### config.mk
export PLATFORM = sky130hd
export DESIGN_NAME = edge_detect_multi
export DESIGN_NICKNAME = d
export VERILOG_FILES = /design/src/rtl/edge_detect_multi.sv
export SDC_FILE = /design/constraint.sdc
export NUM_CORES = 1
export LEC_CHECK = 0
export ABC_AREA = 1
export BUFFER_PORTS_ARGS = -buffer_cell sky130_fd_sc_hd__clkbuf_2
export CORE_MARGIN = 4
export CORE_UTILIZATION = 50
export DETAILED_ROUTE_END_ITERATION = 10
export GPL_TIMING_DRIVEN = 0
export PLACE_DENSITY = 0.7
export SLEW_MARGIN = 10
export SYNTH_ARGS = -nofsm -noshare
export SYNTH_HDL_FRONTEND = slang
export SYNTH_SLANG_ARGS = --single-unit
### constraint.sdc
create_clock -name clk -period 2.25 [get_ports clk]
set_input_delay 0.225 -clock clk [delete_from_list [all_inputs] [get_ports clk]]
set_output_delay 0.225 -clock clk [all_outputs]
set_load 0.02 [all_outputs]
### src/rtl/edge_detect_multi.sv
// -----------------------------------------------------------------------------
// edge_detect_multi
//
// Multi-channel edge detector. Each of WIDTH independent input bits is
// sampled, glitch-filtered, and checked for edges. A rising, falling or
// either-direction edge, chosen at runtime by mode, qualifies on the clock
// where the filter accepts a new level. Each qualified edge produces:
//   - a one-cycle pulse,
//   - a sticky pending flag that is cleared by writing 1 to clr,
//   - one count in a saturating event counter (one count per clock,
//     however many channels fire on that clock),
//   - an interrupt, which is the OR of the pending flags.
//
// Parameters:
//   WIDTH       number of input channels
//   FILT_CYCLES consecutive samples a new level must persist (1..255, 1 = off)
//   CNT_W       width of evt_count
//
// Ports:
//   clk         rising-edge clock
//   rst         asynchronous active-high reset
//   in          raw channel inputs
//   mode        00 off, 01 rising, 10 falling, 11 any
//   clr         write-1-to-clear for pending, one bit per channel
//   cnt_clr     synchronous clear of evt_count
//   edge_pulse  one-cycle pulse per qualified edge
//   pending     sticky qualified-edge flags
//   evt_count   saturating count of clocks with at least one qualified edge
//   irq         OR of pending, registered together with pending
//
// Optional build macro EDGE_SYNC_EN:
//   When defined, a 2-flop synchroniser sits ahead of the sample register,
//   so in may be asynchronous to clk. Every latency grows by 2 clocks.
//   When undefined, in must be synchronous to clk.
// -----------------------------------------------------------------------------
`default_nettype none

module edge_detect_multi #(
  parameter int WIDTH       = 8,
  parameter int FILT_CYCLES = 4,
  parameter int CNT_W       = 16
) (
  input  logic             clk,
  input  logic             rst,
  input  logic [WIDTH-1:0] in,
  input  logic [1:0]       mode,
  input  logic [WIDTH-1:0] clr,
  input  logic             cnt_clr,
  output logic [WIDTH-1:0] edge_pulse,
  output logic [WIDTH-1:0] pending,
  output logic [CNT_W-1:0] evt_count,
  output logic             irq
);

  // Filter counter width: ceil(log2(FILT_CYCLES)), never narrower than 1 bit.
  localparam int FCW = (FILT_CYCLES > 1) ? $clog2(FILT_CYCLES) : 1;

  localparam logic [FCW-1:0]   FILT_LAST = FCW'(FILT_CYCLES - 1);
  localparam logic [FCW-1:0]   FCNT_ONE  = FCW'(1);
  localparam logic [CNT_W-1:0] EVT_ONE   = CNT_W'(1);
  localparam logic [CNT_W-1:0] EVT_MAX   = '1;

  localparam logic [1:0] MODE_OFF  = 2'b00;
  localparam logic [1:0] MODE_RISE = 2'b01;
  localparam logic [1:0] MODE_FALL = 2'b10;
  localparam logic [1:0] MODE_ANY  = 2'b11;

  // Source feeding the sample register
  logic [WIDTH-1:0] samp_src;

`ifdef EDGE_SYNC_EN
  logic [WIDTH-1:0] sync1_q;
  logic [WIDTH-1:0] sync2_q;

  // Two-flop synchroniser ahead of the sample register
  always_ff @(posedge clk or posedge rst) begin
    if (rst) begin
      sync1_q <= '0;
      sync2_q <= '0;
    end else begin
      sync1_q <= in;
      sync2_q <= sync1_q;
    end
  end

  assign samp_src = sync2_q;
`else
  assign samp_src = in;
`endif

  // State registers and their next-state values
  logic [WIDTH-1:0] s_q;
  logic [WIDTH-1:0] stable_q;
  logic [WIDTH-1:0] stable_d;
  logic [FCW-1:0]   fcnt_q [WIDTH];
  logic [FCW-1:0]   fcnt_d [WIDTH];
  logic [WIDTH-1:0] pulse_q;
  logic [WIDTH-1:0] pend_q;
  logic [WIDTH-1:0] pend_d;
  logic             irq_q;
  logic             irq_d;
  logic [CNT_W-1:0] evt_q;
  logic [CNT_W-1:0] evt_d;

  // Per-clock decision signals
  logic [WIDTH-1:0] accept;
  logic [WIDTH-1:0] qual;
  logic             any_qual;

  // ---------------------------------------------------------------------------
  // Glitch filter.
  // A channel accepts a new level on the FILT_CYCLES-th consecutive sample
  // that differs from its filtered level. Any sample that agrees with the
  // filtered level restarts the count, so a short glitch never gets through.
  // ---------------------------------------------------------------------------
  always_comb begin
    stable_d = stable_q;
    accept   = '0;
    for (int i = 0; i < WIDTH; i++) begin
      fcnt_d[i] = fcnt_q[i];
      if (s_q[i] != stable_q[i]) begin
        if (fcnt_q[i] == FILT_LAST) begin
          stable_d[i] = s_q[i];
          fcnt_d[i]   = '0;
          accept[i]   = 1'b1;
        end else begin
          fcnt_d[i] = fcnt_q[i] + FCNT_ONE;
        end
      end else begin
        fcnt_d[i] = '0;
      end
    end
  end

  // ---------------------------------------------------------------------------
  // Edge qualification.
  // On an accept, the newly accepted level gives the edge direction:
  // a sample of 1 is a rising edge and a sample of 0 is a falling edge.
  // mode is used exactly as it stands on the accepting clock. In mode 00
  // the filter still tracks the input, so enabling detection later does
  // not report a stale edge.
  // ---------------------------------------------------------------------------
  always_comb begin
    qual = '0;
    case (mode)
      MODE_RISE: qual = accept & s_q;
      MODE_FALL: qual = accept & ~s_q;
      MODE_ANY:  qual = accept;
      MODE_OFF:  qual = '0;
      default:   qual = '0;
    endcase
  end

  assign any_qual = |qual;

  // ---------------------------------------------------------------------------
  // Pending flags and interrupt.
  // A new edge overrides a clear landing on the same clock, so no event
  // is lost. irq is built from the next pending value, so it moves on the
  // same clock as pending.
  // ---------------------------------------------------------------------------
  always_comb begin
    pend_d = (pend_q & ~clr) | qual;
    irq_d  = |pend_d;
  end

  // ---------------------------------------------------------------------------
  // Event counter.
  // Adds one per clock that has any qualified edge and stops at all-ones.
  // When cnt_clr and an event land on the same clock, that event is
  // counted, so the counter loads 1 instead of 0.
  // ---------------------------------------------------------------------------
  always_comb begin
    evt_d = evt_q;
    if (cnt_clr) begin
      evt_d = any_qual ? EVT_ONE : '0;
    end else if (any_qual && (evt_q != EVT_MAX)) begin
      evt_d = evt_q + EVT_ONE;
    end
  end

  // ---------------------------------------------------------------------------
  // Sample register and filter state
  // ---------------------------------------------------------------------------
  always_ff @(posedge clk or posedge rst) begin
    if (rst) begin
      s_q      <= '0;
      stable_q <= '0;
      for (int i = 0; i < WIDTH; i++) begin
        fcnt_q[i] <= '0;
      end
    end else begin
      s_q      <= samp_src;
      stable_q <= stable_d;
      for (int i = 0; i < WIDTH; i++) begin
        fcnt_q[i] <= fcnt_d[i];
      end
    end
  end

  // ---------------------------------------------------------------------------
  // Output registers
  // ---------------------------------------------------------------------------
  always_ff @(posedge clk or posedge rst) begin
    if (rst) begin
      pulse_q <= '0;
      pend_q  <= '0;
      irq_q   <= 1'b0;
      evt_q   <= '0;
    end else begin
      pulse_q <= qual;
      pend_q  <= pend_d;
      irq_q   <= irq_d;
      evt_q   <= evt_d;
    end
  end

  assign edge_pulse = pulse_q;
  assign pending    = pend_q;
  assign irq        = irq_q;
  assign evt_count  = evt_q;

endmodule

`default_nettype wire

; After elaboration in Yosys (flattened, before gate mapping)
; Index checks and enable logic that the tools add are counted.
[classes]
add_sub_neg = 9
eq_ne = 20
muxes = 36
n_bitwise = 6
n_reduce_logical = 13
[op_table]
columns = cell, count
row1 = 16-bit two-way mux, 2
row2 = 2-bit two-way mux, 16
row3 = 8-bit one-hot mux with 4 select lines, 1
row4 = 8-bit AND, 3
row5 = 2-bit equality test (second input constant), 10
row6 = 1-bit two-way mux, 17
row7 = 16-bit by 1-bit adder with 16-bit output (second input constant), 1
row8 = 2-bit by 1-bit adder with 2-bit output (second input constant), 8
row9 = 16-bit inequality test (second input constant), 1
row10 = 8-bit NOT, 2
row11 = 2-bit AND reduction, 8
row12 = 8-bit OR reduction, 2
row13 = 1-bit inequality test, 8
row14 = 8-bit OR, 1
row15 = 2-bit by 1-bit equality test with 1-bit output (second input constant), 1
row16 = 2-bit logical NOT, 1
row17 = 2-bit nonzero test, 1
row18 = 1-bit logical AND, 1
[totals]
regBits = 65
in_bits = 21
output_inout_bits = 33
wordCells = 105

; Depth between registers and ports, before layout
[depth]
depth_word = 9
depth_mapped = 16
ltp_nobuf = 14

; Least setup slack after synthesis
; No wires, ideal clock.
[synth_timing]
kind = flip-flop to flip-flop
from = register evt_q[0] (netlist: evt_count[0])
to = register evt_q[3] (netlist: evt_count[3])
setup_ns = 0.117
t_arrival_ns = 1.655
t_required_ns = 2.133
slack_ns = 0.478
path_stages_with_launch = 11
path_buffers = 1
synth_period_minus_slack_ns = 1.772
cell_sequence = dfrtp_1 > ha_1 > and3_4 > nand2_2 > nor3_2 > nand3_2 > nand2_4 > nand2_4 > buf_6 > nand2_1 > nand2_1
[synth_via]
elab_chain_cells = 3
word_cells_on_any_way = 6
classes_between = 1 x add/sub / 1 x eq/ne / 2 x mux / 2 x reduce/logical
[synth_lines]
columns = element, line_no
row1 = "start, declared", 102  ; logic [CNT_W-1:0] evt_q;
row2 = "start signal, assigned", 214  ; evt_q <= evt_d;
row3 = 16-bit by 1-bit adder with 16-bit output or 16-bit inequality test (tied branches), "178, 177"
row4 = 16-bit two-way mux or 1-bit logical AND (tied branches), 177  ; end else if (any_qual && (evt_q != EVT_MAX)) begin
row5 = 16-bit two-way mux or 2-bit nonzero test (tied branches), -
; Parallel ways exist; a longest one is shown, timed or not. The select of a mux whose other input is x is not followed.
; A chain may end at the register's enable or synchronous reset.

; Worst setup path after layout
[layout_timing]
from = register evt_q[0] (netlist: evt_count[0])
to = register evt_q[4] (netlist: evt_count[4])
; Same word-level chain as after synthesis.

==> impl_metrics.tcl <==
set metrics [dict create \
    hold_viol_final 0 \
    clkSinkCount 65 \
    grt_pass1_vias 2472 \
    critPathLaunchType "register" \
    maxSlewViolCount 0 \
    syn_area_per_cell_um2 8.21 \
    crit_fanout 10 \
    synth_ff_type "dfrtp_1" \
    vias 2572 \
    root_buffer "clkbuf_8" \
    combPwrFrac 0.234 \
    vdd_drop_max_mv 0.747 \
    reg2reg_from "evt_count[0]$_DFFE_PP0P_" \
    layout-drive-gt1-share 0.178 \
    seq_area_frac_synth 0.516 \
    cp.arrival_ns 2.14 \
    critical_path_class "register to register" \
    synth_edf_count 0 \
    placed_area_um2 3510 \
    cts_tree "built" \
    nets 487 \
    yosys-top-cells-area "dfrtp_1 52%, nand2_1 13%, inv_1 7.4%" \
    die_w_um 87.4 \
    clk_pin_slew_ns 0.08 \
    highest_layer "met4" \
    antenna_left 0 \
    grt-ovfl-total 0 \
    fin_worst_skew_ns 0.00964 \
    p_seq_frac 0.444 \
    cts_made_buffers 9 \
    status "finished clean" \
    worstHoldPathType "primary input to asynchronous set/reset pin" \
    finalSetupViolations 0 \
    worst_slew_pin_slew_ns 0.789 \
    syn-instance-count 384 \
    clock.fmax_mhz 525 \
    finalHoldWorstSlack_ns 0.0243 \
    synth_most_common_cell "nand2_1" \
    reg2reg_slack_ns 0.35 \
    port-buffer-count 52 \
    cts_setup_buffers 0 \
    hpwlAfterDp_um 4730 \
    die_h_um 87.4 \
    power.leakage_nw 2.17 \
    drt-vias-per-instance 4.81 \
    yosys_warnings 0 \
    r2r_end "evt_count[4]$_DFFE_PP0P_" \
    grt_max_degree 66 \
    synthArstFlopShare 1.00 \
    drt_iter0_drc 150 \
    synth_nets 416 \
    yosys-top-cells-count "107 x nand2_1, 65 x dfrtp_1, 62 x inv_1" \
    cts_buffer_depth 2 \
    min_period_ns 1.90 \
    fillers 529 \
    reg2reg_depth 10 \
    regArea_um2 1630 \
    relSlewSlack 0.474 \
    cp.required_ns 2.49 \
    wl_met1_um 3030 \
    gp_congestion 0.922 \
    wl_per_cell_um 12.2 \
    antenna-diode-count 0 \
    final_area_um2 3820 \
    antenna_found_initial 0 \
    drc 0 \
    switching_power_mw 1.11 \
    dieArea_um2 7640 \
    area_growth_pct 21.1 \
    dr_wl_met2_um 2940 \
    ys_ff_latch 65 \
    synth_top_area_frac 0.516 \
    switching_share 0.318 \
    rsz0062_at_grt "no" \
    yosysTopAreaCell "dfrtp_1" \
    grt_pass1_wl_um 11300 \
    place_inst 511 \
    drt_first_pass_iters 5 \
    globalRouteTotalUtil 0.190 \
    multiInputGateArea_um2 1240 \
    core-area_um2 6030 \
    placementRows 28 \
    synth_cell_types 23 \
    wl_met3_um 524 \
    htreeDepth 3 \
    fin_crit_sh 0.846 \
    drt-total-wl_um 6550 \
    pwr_density_cell_nw_per_um2 910 \
    initial_core_util 0.523 \
    clk_latency_ns 0.34 \
    worstSetupEndpointType "register" \
    syn_area_um2 3150 \
    instances_no_fill 535 \
    maxCapViolCount 0 \
    io_pins 54 \
    fin_util 0.634 \
    clkPwrFrac 0.322 \
    p_int_mw 2.37 \
]
timing repair:
item | CTS | global route
hold buffers | 8 | 0
hold endpoints to repair | 8 | 0
resized for setup | 0 | 0
power groups by stage:
stage          logic, mW  clock network (mW)  registers, mW
4_1_cts            0.823                1.14           1.54
3_5_place_dp       0.814                   0           1.56
6_report           0.814                1.12           1.54
3_3_place_gp       0.777                   0           1.55
2_1_floorplan      0.559                   0           1.58
5_1_grt            0.950                1.20           1.58
per-stage QoR:
stage | setup WS [ns] | setup TNS [ns] | power (mW)
4_1_cts | 0.353 | 0 | 3.51
3_5_place_dp | 0.146 | 0 | 2.37
3_3_place_gp | -0.380 | -24.44 | 2.33
2_1_floorplan | 0.399 | 0 | 2.14
6_report | 0.347 | 0 | 3.47
5_1_grt | 0.172 | 0 | 3.73
critical path, stage by stage (launching register included):
cell	delay (ns)
dfrtp_1	0.45
ha_1	0.25
and3_4	0.23
nand2_2	0.07
nor3_2	0.14
nand3_2	0.14
nand2_4	0.17
nand2_4	0.08
buf_6	0.15
nand2_1	0.07
nand2_1	0.05
final cells by class:
type,count,share of cell area
clock inverter,6,0.0239
inverter,64,0.0649
multi-input combinational,249,0.324
sequential,65,0.426
clock buffer,10,0.0360
buffer,6,0.0118
tap,75,0.0246
timing repair buffer,60,0.0891
metal layers:
layer	GRT usage	vias to the layer above
met5	0	-
met4	0.0628	0
met3	0.0653	4
met2	0.288	81
met1	0.255	1162
li1	-	1325
kinds of logic (layout without fill, tap and decap cells):
group,after synthesis,in the layout,share of synthesized area
adders and majority gates,11,11,0.0437
AOI/OAI and AO/OA,18,18,0.0286
xor gates and xnor gates,14,14,0.0389
buffers and inverters,70,146,0.0921
and+or+nand+nor,206,206,0.281
DFF,65,65,0.516
registers in the layout, summed over array words and instances, names as in the netlist:
| name | flops |
|---|---|
| edge_pulse | 8 |
| s_q | 8 |
| evt_count | 16 |
| fcnt_q | 16 |
| irq | 1 |
| pending | 8 |
| stable_q | 8 |
placed cells by master, fill, tap and decap left out, types with 10 or more instances in the layout:
cell type,netlist,final
clkbuf_2,0,52
clkbuf_8,0,10
dfrtp_1,65,65
ha_1,11,11
inv_1,62,61
nand2_1,107,107
nand3_1,32,32
nor2_1,39,39
nor3_1,17,17
o21ai_0,12,12
xor2_1,10,10
worst max-delay path by stage:
stage | endpoint | start | slack [ns]
floorplan | edge_pulse[0]$_DFF_PP0_ | rst | 0.40
global placement | s_q[5]$_DFF_PP0_ | rst | -0.38
detailed placement | evt_count[2]$_DFFE_PP0P_ | mode[0] | 0.15
CTS | evt_count[4]$_DFFE_PP0P_ | evt_count[0]$_DFFE_PP0P_ | 0.35
global route | evt_count[2]$_DFFE_PP0P_ | evt_count[0]$_DFFE_PP0P_ | 0.17
finish | evt_count[4]$_DFFE_PP0P_ | evt_count[0]$_DFFE_PP0P_ | 0.35
Power figures use the tool's default switching activity.
